$ cat config.mk
export PLATFORM = sky130hd
export DESIGN_NAME = sat_cnt
export DESIGN_NICKNAME = d
export VERILOG_FILES = /design/src/rtl/prbs7_checker_sat_cnt.sv
export SDC_FILE = /design/constraint.sdc
export NUM_CORES = 1
export LEC_CHECK = 0
export CORE_ASPECT_RATIO = 1.2
export CORE_MARGIN = 2
export CORE_UTILIZATION = 39
export CTS_BUF_LIST = sky130_fd_sc_hd__clkbuf_4
export CTS_CLUSTER_SIZE = 40
export DETAILED_ROUTE_END_ITERATION = 10
export SYNTH_ARGS = -nofsm -noshare
export SYNTH_HDL_FRONTEND = slang
export SYNTH_SLANG_ARGS = --single-unit
$ cat constraint.sdc
create_clock -name clk -period 2.7 [get_ports clk]
set_input_delay 0.54 -clock clk [delete_from_list [all_inputs] [get_ports clk]]
set_output_delay 0.54 -clock clk [all_outputs]
set_load 0.01 [all_outputs]
$ cat src/rtl/prbs7_checker_sat_cnt.sv
// Saturating up-counter with synchronous clear; clear wins over increment.
module sat_cnt #(
    parameter int W = 32
) (
    input  logic         clk,
    input  logic         rst,
    input  logic         inc,
    input  logic         clr,
    output logic [W-1:0] q
);

    logic [W-1:0] r_q;

    // Count up on inc, stick at all-ones, return to zero on clr.
    always_ff @(posedge clk or posedge rst) begin
        if (rst) begin
            r_q <= {W{1'b0}};
        end else if (clr) begin
            r_q <= {W{1'b0}};
        end else if (inc && (r_q != {W{1'b1}})) begin
            r_q <= r_q + {{(W-1){1'b0}}, 1'b1};
        end else begin
            r_q <= r_q;
        end
    end

    assign q = r_q;

endmodule

== Word level (Yosys, flattened, before mapping) ==
Cells that the tools add are included.

* Output and inout bits: 32
* Logic and storage cells: 7
* Input bits: 4
* Flip-flop bits (word level): 32

* Add/sub/neg operators: 1
* Reductions and logical operators: 2
* Mux-type cells: 2
* Equal/unequal tests: 1

{| class="wikitable"
|+ Operator list
! operator !! count
|-
| $mux 32 || 2
|-
| $add 32x1->32 const B || 1
|-
| $ne 32x32->1 const B || 1
|-
| $reduce_bool 2->1 || 1
|-
| $logic_and 1x1->1 || 1
|}

== Logic depth before layout (Yosys ltp) ==
Gate-level depths: netlist (run 1).

* Depth in word-level cells: 4
* Mapped depth: 7
* Depth with buffers taken out: 6

== Least setup slack after synthesis (run 1) ==
Ideal clock, no wire load.

* Kind: reg2reg
* Start: register r_q[0], in the netlist q[0]
* End: register r_q[20], in the netlist q[20]
* Path slack: 445 ps
* Data arrival time: 2177 ps
* Setup time: 78 ps
* Cell stages (with the launch flop): 8
* Required time: 2622 ps
* Cells stage by stage: dfrtp_1 > ha_1 > nand2_1 > or4_4 > or3_4 > buf_6 > or4_1 > a21oi_1

* Word-level cells in the longest chain between the ends: 3

{| class="wikitable"
|+ RTL lines
! what !! line !! RTL
|-
| start: declaration || 12 || <nowiki>logic [W-1:0] r_q;</nowiki>
|-
| start signal: assignment || 17 || <nowiki>r_q <= {W{1'b0}};</nowiki>
|-
| start signal: assignment || 19 || <nowiki>r_q <= {W{1'b0}};</nowiki>
|-
| start signal: assignment || 21 || <nowiki>r_q <= r_q + {{(W-1){1'b0}}, 1'b1};</nowiki>
|-
| $add 32x1->32 or $ne 32x32->1 (tied branches) || 21, 20 ||
|-
| $mux 32 or $logic_and 1x1->1 (tied branches) || 20 || <nowiki>end else if (inc && (r_q != {W{1'b1}})) begin</nowiki>
|-
| $mux 32 or $reduce_bool 2->1 (tied branches) || n/a ||
|}

Parallel ways exist; a longest one is shown, timed or not. The select of a mux whose other input is x is not followed.
A chain may end at the register's enable or synchronous reset.

== Worst setup path after layout (run 1) ==
* Start: register r_q[0], in the netlist q[0]
* End: register r_q[28], in the netlist q[28]

Same word-level chain as after synthesis.

==> run_results.csv, run 1 <==
group,metric,value,unit
status,outcome,"finished clean",
sta,slew_headroom,45.4,%
yosys,syn_nets,191,
routing,drt_iter0_drc,78,
final_layout,drive_above_1_share,8.66,%
final_layout,final_common_cell,"clkdlybuf4s50_1",
final_layout,nFillCells,404,
global_routing,grt_util_met1,23.3,%
yosys,ys_warn_count,0,
sta,setup-violations-final,0,
die,start_util,40.8,%
worst_setup_path,cp_slowest_cell,"or4_1",
final_layout,multi_input_area,878,sq um
place,place.gp.congestion,0.760,
sta,final.min_clock_period,2.41,ns
global_routing,grt_max_degree,33,
routing,postRouteWirelength,4.32,mm
worst_setup_path,crit_fanout,14,
cts,cts_setup_buffers,0,
routing,via_per_inst,5.87,
global_routing,grt_busiest_layer,"met2",
routing,via_count,1685,
global_routing,antenna_found_initial,0,
global_routing,grt_pass1_wl,7.53,mm
worst_setup_path,timing.rr.start,"q[0]",
cts,cts_tree,"done",
final_layout,synthToLayoutAreaGrowth,29.0,%
sta,fin_crit_sh,89.3,%
min_path,min-delay-path-class,"primary input to async pin",
cts,cts-buffers-inserted,5,
sta,fmax,415,MHz
worst_setup_path,worstPathCellList,"ha_1 -> nand2_1 -> or4_4 -> or3_4 -> or4_1 -> a21oi_1",
sta,fin_skew,0.0113,ns
worst_setup_path,cp.required,2.93,ns
global_routing,groute.usage.overall,19.0,%
yosys,synth_cells,186,
global_routing,grtUsageMet2,32.4,%
yosys,ys_types,33,
yosys,avgSynthCellArea,9.36,sq um
cts,htreeDepth,2,
die,dieArea,5020,sq um
cts,cts_root_buf,"clkbuf_4",
cts,clock_latency,0.33,ns
yosys,syn_area,1740,sq um
final_layout,fin_area,2250,sq um
power,leakagePower,0.826,nW
yosys,ys_async_sr_fraction,100,%
place,placed_area,2190,sq um
sta,rsz0062_at_grt,"no",
die,die_h,77.2,microns
global_routing,grt.overflow.total,0,
final_layout,regArea,801,sq um
place,dp_hpwl,3.03,mm
final_layout,largest_reg_flops,32,
yosys,synth_edf_count,0,
yosys,synth_seq_cells,32,
worst_setup_path,start_kind,"flop",
die,ioPinCount,36,
final_layout,n_antenna_cell,0,
yosys,synth_seq_area_share,46.0,%
cts,ctsHoldBuffers,0,
cts,cts.sinks,32,
worst_setup_path,startpoint,"q[0]",
worst_setup_path,cpPeakStageDelay,0.50,ns
sta,tightest_slew,0.812,ns
power,ir_worst_vdd,0.000242,V
cts,path_clk_slew,0.09,ns
cts,clockBufferDepth,2,
worst_setup_path,cp_data_arrival_time,2.65,ns
routing,drc,0,
worst_setup_path,r2r_cells,6,
worst_setup_path,end_kind,"flop",
cts,ctsResizeCount,0,
place,port_buffers,35,
final_layout,nNetsFinal,235,
sta,tns,0,ns
sta,maxSlewViolCount,0,
die,placeableCoreArea,4260,sq um
power,power_density,356,nW/um^2
job,drv_cap,0,
routing,dr.pass1.iters,4,
die,dieWidth,65.0,microns
final_layout,final_cell_mix,"clkdlybuf4s50_1 (35), dfrtp_1 (32), a21oi_1 (27)",
yosys,synth_ff_type,"dfrtp_1",
die,rows,26,
global_routing,grt_pass1_vias,1636,
worst_setup_path,path_class,"flop to flop",
routing,ant_nets,0,
global_routing,met3_usage,4.69,%
sta,finalHoldViolations,0,
routing,wire_per_inst,15.0,microns
[worst paths after layout]
check                        end  slack, ns
setup / recovery           q[28]       0.29
hold / removal             q[30]       0.58
setup reg to reg           q[28]       0.29
hold reg to reg            q[13]       0.59
max in group asynchronous   q[1]       1.81
min in group clk           q[13]       0.59
[cell families after synthesis]
| logic type | share of synthesized area [%] |
|---|---|
| AO/OA/AOI/OAI | 21.8 |
| XOR/XNOR | 1.51 |
| adder cells (fa/ha/maj) | 0.719 |
| buffers and inverters | 3.52 |
| flip-flops | 46.0 |
| multiplexers | 0.575 |
| AND/OR/NAND/NOR | 25.9 |
[per-layer routing]
layer | vias to the layer above | wire, microns
met4 | 0 | 40
met2 | 47 | 2140
met3 | 4 | 179
met5 | - | 0
met1 | 820 | 1950
li1 | 814 | -
[stage by stage]
| stage | hold WS, ns | setup slack (ns) | utilization [%] | power, W | std cells |
|---|---|---|---|---|---|
| floorplan | 0.581 | 0.445 | - | 0.000517 | 186 |
| global placement | 0.551 | 0.208 | 51.4 | 0.000540 | 279 |
| detailed placement | 0.575 | 0.139 | 51.4 | 0.000541 | 279 |
| CTS | 0.587 | 0.271 | 52.7 | 0.000815 | 287 |
| global route | 0.607 | 0.101 | 52.7 | 0.000843 | 287 |
| finish | 0.583 | 0.289 | 52.7 | 0.000800 | 287 |
[synthesized netlist by cell type (all sizes together), types with 2 or more instances]
library cell,n,area [sq um]
nor2,6,22.5
buf,2,16.3
and3,3,18.8
o31ai,15,113
xnor2,2,17.5
nand3,10,50.1
or4,15,116
a21oi,27,135
inv,8,30.0
nand4,7,50.1
dfrtp,32,801
clkbuf,4,15.0
o41ai,2,25.0
or3,13,86.3
o311ai,2,17.5
o21ai,12,60.1
and4,4,35.0
nor4,3,18.8
nand2,11,41.3
[worst max-delay path, delay by kind of cell (launching register included)]
kind	cells	cell delay, ns
flip-flops	1	0.42
adder cells (fa/ha/maj)	1	0.21
AO/OA/AOI/OAI	1	0.18
AND/OR/NAND/NOR	4	1.52
[power by group]
part / switching, W / total (W) / leakage (nW) / internal [W]
Sequential: 0.00000401 / 0.000486 / 0.446 / 0.000482
Combinational: 0.0000269 / 0.0000446 / 0.347 / 0.0000177
Clock: 0.000149 / 0.000270 / 0.0338 / 0.000120
[final cells by class]
type                            count  share of cell area (%)
Multi-Input combinational cell    140                    39.1
Tap cell                           56                    3.12
Clock inverter                      1                   0.167
Timing Repair Buffer               43                    18.3
Inverter                            8                    1.34
Sequential cell                    32                    35.7
Clock buffer                        7                    2.34
(Power assumes the default switching activity.)
==> inputs of run 2 (changes only) <==
Settings changed: CELL_PAD_IN_SITES_DETAIL_PLACEMENT set to 0, CELL_PAD_IN_SITES_GLOBAL_PLACEMENT set to 2, CORE_UTILIZATION 39 to 33, CTS_BUF_LIST sky130_fd_sc_hd__clkbuf_4 to sky130_fd_sc_hd__clkbuf_4 sky130_fd_sc_hd__clkbuf_8 sky130_fd_sc_hd__clkbuf_16, PLACE_DENSITY_LB_ADDON set to 0.1.
Clock period 2.7 ns to 3.05 ns, I/O delays scaled along.
==> run 2 against run 1 <==
Net effect: clock-buffer cell count is 1 lower; first-iteration DRC count grew 19%; sequential power decreased by 12%; non-clock buffer count is 4 lower; utilization is 7.9 points lower; setup slack improved by 0.29 ns; hold slack got worse by 0.0020 ns; highest routed layer unchanged; critical path depth increased by 1; sequential cell count unchanged; wire length increased by 7.6%; clock skew is 0.0052 ns lower; critical endpoint is now q[27].
==> run_results.csv, run 2 (synthesized netlist as in run 1, its figures left out) <==
group,metric,value,unit
final_layout,fin_area,2250,sq um
power,switching_share,22.7,%
global_routing,grtUsageMet2,27.8,%
cts,cts_root_buf,"clkbuf_8",
final_layout,final_cell_mix,"clkdlybuf4s50_1 (35), dfrtp_1 (32), a21oi_1 (27)",
worst_setup_path,cp_top_family,"simple AND/OR/NAND/NOR gates",
power,power_frac_comb,4.8,%
sta,finalHoldViolations,0,
worst_setup_path,cp_slowest_cell,"clkdlybuf4s50_1",
worst_setup_path,cp.required,3.25,ns
sta,setup-violations-final,0,
cts,ctsResizeCount,0,
power,p_int,0.000605,W
sta,fin_ws,0.574,ns
routing,drc,0,
die,die_h,83.6,microns
final_layout,largest_reg_flops,32,
die,dieArea,5870,sq um
sta,fin_skew,0.00612,ns
routing,postRouteWirelength,4.64,mm
power,ir_worst_vdd,0.000146,V
cts,path_clk_slew,0.07,ns
final_layout,drive_above_1_share,7.08,%
cts,htreeDepth,2,
routing,drt_iter0_drc,93,
die,start_util,34.7,%
final_layout,nNetsFinal,231,
sta,fmax,404,MHz
place,dp_hpwl,3.16,mm
global_routing,grt_busiest_layer,"met2",
global_routing,grt.overflow.total,0,
global_routing,met3_usage,3.62,%
global_routing,grt_max_degree,33,
worst_setup_path,end_kind,"flop",
worst_setup_path,path_class,"primary input to flop",
sta,tns,0,ns
cts,cts.sinks,32,
routing,via_per_inst,5.90,
sta,fin_hold_ws,0.581,ns
power,switchingPower,0.000178,W
worst_setup_path,cp_num_buf_inv,2,
min_path,min-delay-path-class,"flop to flop",
sta,rsz0062_at_grt,"no",
power,leakagePower,0.818,nW
final_layout,n_antenna_cell,0,
cts,cts_setup_buffers,0,
worst_setup_path,cpPeakStageDelay,0.51,ns
die,dieWidth,70.3,microns
routing,ant_nets,0,
cts,clockBufferDepth,2,
cts,ctsHoldBuffers,0,
routing,dr.pass1.iters,4,
global_routing,grt_pass1_wl,7.72,mm
routing,wire_per_inst,16.2,microns
status,outcome,"finished clean",
place,place_ws,0.275,ns
sta,maxSlewViolCount,0,
power,seqPwrFrac,55.0,%
final_layout,synthToLayoutAreaGrowth,29.0,%
sta,slew_headroom,45.2,%
cts,cts_tree,"done",
sta,tightest_slew,0.815,ns
die,ioPinCount,36,
power,power_density,348,nW/um^2
place,port_buffers,35,
worst_setup_path,start_kind,"primary input",
global_routing,groute.usage.overall,16.1,%
power,power,0.000783,W
worst_setup_path,cp_data_arrival_time,2.68,ns
cts,cts-buffers-inserted,5,
global_routing,grt_util_met1,19.5,%
power,p_clk_share,40.2,%
global_routing,grt_pass1_vias,1549,
worst_setup_path,crit_fanout,15,
sta,final.min_clock_period,2.48,ns
job,drv_cap,0,
sta,fin_crit_sh,81.2,%
global_routing,antenna_found_initial,0,
final_layout,nFillCells,494,
worst_setup_path,worstPathCellList,"clkdlybuf4s50_1 -> nand4_1 -> nor3_1 -> o311ai_1 -> buf_4 -> or4_1 -> a21oi_1",
place,placed_area,2160,sq um
routing,via_count,1686,
place,place.gp.congestion,0.736,
die,rows,28,
cts,clock_latency,0.28,ns
final_layout,final_common_cell,"clkdlybuf4s50_1",
die,placeableCoreArea,5010,sq um
[run 2: changes by cell type in the layout (fill, tap and decap cells not counted), sizes merged]
cell | previous run | this run
clkbuf | 7 | 6
buf | 8 | 4
[run 2: final timing paths]
path / cells after the start / slack (ns) / from / to
worst max-delay path: 7 / 0.57 / inc / q[27]
worst min register to register: 2 / 0.58 / q[7] / q[7]
worst min-delay path: 2 / 0.58 / q[7] / q[7]
min in group asynchronous: 3 / 0.73 / rst / q[30]
worst max register to register: 6 / 0.62 / q[0] / q[26]
max in group asynchronous: 3 / 2.01 / rst / q[14]
[run 2: worst register-to-register path, delay by kind of cell, from the launching register on]
kind	cells	cell delay [ns]
adder cells (fa/ha/maj)	1	0.23
AO/OA/AOI/OAI	1	0.15
AND/OR/NAND/NOR	4	1.55
flip-flops	1	0.41
[run 2: cell type report]
cell class                      instances  area (sq um)  share of cell area [%]
Sequential cell                        32           801                    35.7
Clock buffer                            6          76.3                    3.40
Inverter                                8          30.0                    1.34
Timing Repair Buffer                   39           380                    16.9
Multi-Input combinational cell        140           878                    39.1
Clock inverter                          1          5.00                   0.223
Tap cell                               60          75.1                    3.34
[run 2: metal layers]
layer / vias up / wire (microns)
li1: 802 / -
met3: 10 / 201
met2: 44 / 2340
met5: - / 0
met1: 830 / 2020
met4: 0 / 83
[run 2: power groups by stage]
stage                     registers, W  logic (W)  clock network, W
after CTS                     0.000430  0.0000384          0.000329
after floorplan               0.000439  0.0000189                 0
after global placement        0.000438  0.0000376                 0
final                         0.000430  0.0000373          0.000315
after global routing          0.000430  0.0000423          0.000345
after detailed placement      0.000438  0.0000383                 0
[run 2: metrics by stage]
step / cells / utilization, %
final: 286 / 44.8
after global routing: 286 / 44.8
after CTS: 286 / 44.8
after detailed placement: 279 / 43.2
after global placement: 279 / 43.2
after floorplan: 186 / -
